==> src/rtl/mux_4_1_rr_arbiter.sv <==
// Round-robin arbiter sharing one 4-bit mux_4_1 between four valid/ready requesters,
// with a one-entry registered output stage.

module mux_4_1 (
  input  logic [1:0] sel,
  input  logic [3:0] d0,
  input  logic [3:0] d1,
  input  logic [3:0] d2,
  input  logic [3:0] d3,
  output logic [3:0] y
);
  always_comb begin
    case (sel)
      2'd0:    y = d0;
      2'd1:    y = d1;
      2'd2:    y = d2;
      default: y = d3;
    endcase
  end
endmodule

module mux_4_1_rr_arbiter (
  input  logic       clk,
  input  logic       rst_n,
  input  logic [3:0] in_valid,
  input  logic [3:0] in_data_0,
  input  logic [3:0] in_data_1,
  input  logic [3:0] in_data_2,
  input  logic [3:0] in_data_3,
  output logic [3:0] in_ready,
  output logic       out_valid,
  output logic [3:0] out_data,
  output logic [1:0] out_src,
  input  logic       out_ready
);
  localparam logic EMPTY = 1'b0;
  localparam logic FULL  = 1'b1;

  logic [1:0] last;
  logic [1:0] grant;
  logic [1:0] idx;
  logic       found;
  logic       any;
  logic       can_load;
  logic       load;
  logic [3:0] mux_y;

  assign any      = |in_valid;
  assign can_load = (out_valid == EMPTY) | out_ready;
  assign load     = can_load & any;

  // Search starts just after the last winner, so the last winner has lowest priority.
  always_comb begin
    grant = last;
    found = 1'b0;
    idx   = last;
    for (int k = 1; k <= 4; k++) begin
      idx = last + 2'(k);
      if (!found && in_valid[idx]) begin
        grant = idx;
        found = 1'b1;
      end
    end
  end

  // Gated by rst_n so no requester sees a handshake while reset is held.
  assign in_ready = (load && rst_n) ? (4'b0001 << grant) : 4'b0000;

  mux_4_1 u_mux (
    .sel (grant),
    .d0  (in_data_0),
    .d1  (in_data_1),
    .d2  (in_data_2),
    .d3  (in_data_3),
    .y   (mux_y)
  );

  always_ff @(posedge clk or negedge rst_n) begin
    if (!rst_n) begin
      out_valid <= EMPTY;
      out_data  <= 4'h0;
      out_src   <= 2'd0;
      last      <= 2'd3;
    end else if (load) begin
      out_valid <= FULL;
      out_data  <= mux_y;
      out_src   <= grant;
      last      <= grant;
    end else if (out_valid && out_ready) begin
      out_valid <= EMPTY;
    end
  end
endmodule

==> config.mk <==
export PLATFORM = sky130hd
export DESIGN_NAME = mux_4_1_rr_arbiter
export DESIGN_NICKNAME = d
export VERILOG_FILES = /design/src/rtl/mux_4_1_rr_arbiter.sv
export SDC_FILE = /design/constraint.sdc
export NUM_CORES = 1
export LEC_CHECK = 0
export ABC_AREA = 1
export BUFFER_PORTS_ARGS = -buffer_cell sky130_fd_sc_hd__buf_2
export CAP_MARGIN = 20
export CORE_ASPECT_RATIO = 0.9
export CORE_UTILIZATION = 30
export CTS_CLUSTER_SIZE = 24
export DETAILED_ROUTE_END_ITERATION = 12
export GPL_TIMING_DRIVEN = 0
export PLACE_DENSITY = 0.63
export SYNTH_ARGS = -nofsm -noshare
export SYNTH_HDL_FRONTEND = slang
export SYNTH_SLANG_ARGS = --single-unit
==> constraint.sdc <==
create_clock -name clk -period 3 [get_ports clk]
set_clock_uncertainty 0.05 [all_clocks]
set_input_delay 0.15 -clock clk [delete_from_list [all_inputs] [get_ports clk]]
set_output_delay 0.15 -clock clk [all_outputs]
set_load 0.01 [all_outputs]
==> impl_metrics.ini <==
[critical_path]
cp_num_buf_inv = 5
path_cells = buf_6 -> inv_8 -> nand2_1 -> nand2_2 -> nand2_4 -> nand2_4 -> inv_2 -> nand3_2 -> nand2_2 -> nand2_2 -> buf_6 -> nor3_1 -> buf_2
worst-path-stages = 13
path_max_fanout = 10
slowest_delay_ns = 0.52
crit_family = simple AND/OR/NAND/NOR gates
cp-start-kind = flop
crit_slowest_cell = dfstp_2
end_kind = output port
worst-r2r-cell-count = 15
path_class = flop to output port
cp.required_ns = 2.80
cp.arrival_ns = 2.11
cp_common_cell = nand2_2

[sta]
tightest_slew_ns = 0.4489
max_clock_freq_mhz = 432.7
period_minus_slack_ns = 2.311
relSlewSlack_pct = 69.80
drv_slew = 0
finalSetupViolCount = 0
period_share_pct = 77.03
rsz0062_at_grt = false
hold_violations = 0
setup_tns_ns = 0

[detailed_routing]
dr.pass1.iters = 4
ant_nets = 0
routedWlPerCell_um = 9.957
vias_per_cell = 4.464
vias = 924
drt_iter0_drc = 16
drt-total-wl_um = 2061
drc_errors = 0

[synthesis]
yosys_warnings = 0
synth_simple_gate_area_share_pct = 57.45
synth_top_family_by_area = simple AND/OR/NAND/NOR gates
yosys.area.top_type = nand2_1
ys_seq_elements = 9
syn_avg_cell_area_um2 = 6.702
synth_fp_nets = 152
synthAdderAreaFrac_pct = 0
ys_types = 22
synthMuxAreaShare_pct = 0
syn_area_um2 = 864.6
synthTopCellsByCount = 47 x nand2_1, 13 x nand3_1, 9 x nand2_2
synthXorXnorAreaFrac_pct = 0
synth_area_leaders = nand2_1 20%, dfrtp_1 20%, nand3_1 7.5%, nand2_2 6.5%, dfstp_2 6.1%
synth_compound_area_share_pct = 6.223
synthFlopType = dfrtp_1
async_flop_share_pct = 100.0
synth.yosys.seq_area_share_pct = 26.34
synth_most_common_cell = nand2_1
synth_enable_flop_cells = 0
netlist_instances = 129
yosysTopAreaCellShare_pct = 20.41

[pwr]
p_per_area_nw_per_um2 = 1276
p_leak_nw = 0.6160
vdd_ir_drop_max_mv = 0.3370

[layout]
layout.cells.non_filler = 207
drive_gt1_share_pct = 38.92
antenna_cells = 0
area_growth_pct = 29.09
nets = 191

[worst_hold_path]
hold_depth = 3
hold_path.class = input port to flop

[place]
dp.cells = 202
dp_hpwl_um = 1722
gp_congestion = 0.7720
io_buffers = 33

[grt]
grt_max_degree = 11
grt_usage_pct = 14.65
overflow = 0
antenna_found_initial = 0
grt_pass1_wl_um = 3532
grt_pass1_vias = 850

[die]
die_area_um2 = 3101
io_pins = 34
die_w_um = 58.59
num_rows = 18
start_util_pct = 31.47
dieHeight_um = 52.93
core_area_um2 = 2748

[clock_tree]
cts.clk_slew.worst_paths_ns = 0.06
h-tree-depth = 1
clk_latency_ns = 0.25
cts_num_sinks = 9
cts_buffer_depth = 2
cts_tree = done
cts_buffers = 3
cts_root_buf = clkbuf_4
postCtsSetupBuffers = 0

[outcome]
outcome = complete, no violations

[flow_run]
cap_violations = 0
worst register-to-register path, cell delays in order, from the launching register on:
cell	delay, ns
dfstp_2	0.52
buf_6	0.14
inv_8	0.05
nand2_1	0.06
nand2_2	0.08
nand2_4	0.11
nand3_1	0.09
nand2_1	0.11
nand3_2	0.14
nand2_2	0.10
buf_6	0.13
nand3b_1	0.08
nand2_1	0.06
inv_1	0.04
nand2_1	0.06
nand2_1	0.05
cell usage in the layout (no fill, tap or decap), types with 2 or more instances in the layout:
cell type,instances
a21oi_1,3
buf_2,33
buf_6,3
clkbuf_4,3
dfrtp_1,7
dfstp_2,2
inv_1,8
inv_2,3
nand2_1,47
nand2_2,9
nand2_4,4
nand3_1,13
nand3_2,4
nand3b_1,5
nand4_1,4
nor2_1,2
nor3_1,4
o21ai_0,5
layout make-up:
type / count / area (um2)
Buffer: 3 / 33.78
Tap cell: 40 / 50.05
Fill cell: 309 / 1632
Inverter: 12 / 52.55
Timing Repair Buffer: 34 / 175.2
Sequential cell: 9 / 227.7
Clock buffer: 4 / 26.28
Multi-Input combinational cell: 105 / 550.5
worst paths after layout:
check	endpoint	startpoint	slack, ns
worst min-delay path	out_valid$_DFFE_PN0P_	in_valid[2]	0.09
max in group asynchronous	last[1]$_DFFE_PN1P_	rst_n	2.42
worst max register to register	out_data[0]$_DFFE_PN0P_	last[0]$_DFFE_PN1P_	1.03
min in group asynchronous	out_data[1]$_DFFE_PN0P_	rst_n	0.23
worst max-delay path	in_ready[0]	last[0]$_DFFE_PN1P_	0.69
worst min register to register	out_data[0]$_DFFE_PN0P_	out_data[0]$_DFFE_PN0P_	0.43
per-layer routing:
metal  track usage [%]  vias to the layer above  wire (um)
met5                 0                        -          0
met4             3.571                        0          0
met3             1.956                        0        103
met2             26.05                       23        944
met1             18.72                      402       1014
li1                  -                      499          -
state kept, by name, summed over array words and instances, names as in the netlist:
signal and count:
out_data 4, out_valid 1, last 2, out_src 2
stage by stage:
| step | setup slack, ns | cell area, um2 | utilization, % | hold WS [ns] | power, mW |
|---|---|---|---|---|---|
| floorplan | 1.112 | 864.6 | - | -0.1956 | 1.106 |
| finish | 0.6892 | 1116 | 40.62 | 0.09168 | 1.424 |
| global route | 0.4267 | 1116 | 40.62 | 0.1157 | 1.599 |
| CTS | 0.6609 | 1116 | 40.62 | 0.09397 | 1.442 |
| detailed placement | 0.9506 | 1080 | 39.30 | -0.02856 | 1.343 |
| global placement | 1.003 | 1080 | 39.30 | -0.03804 | 1.316 |
power breakdown:
part / internal, mW / switching [mW] / total, mW
clock: 0.0512 / 0.0411 / 0.0923
combinational: 0.411 / 0.701 / 1.11
sequential: 0.187 / 0.0323 / 0.220
total: 0.650 / 0.774 / 1.42
timing repair:
item	in CTS	in global routing
hold buffers	1	0
endpoints found under the hold margin	9	0
gates resized for setup	0	0
cell families after synthesis:
kind of cell           count (synthesis)
buffers and inverters                 15
and+or+nand+nor                       95
DFF                                    9
AOI/OAI and AO/OA                     10
Note: power is estimated with default switching activity, not from simulation.
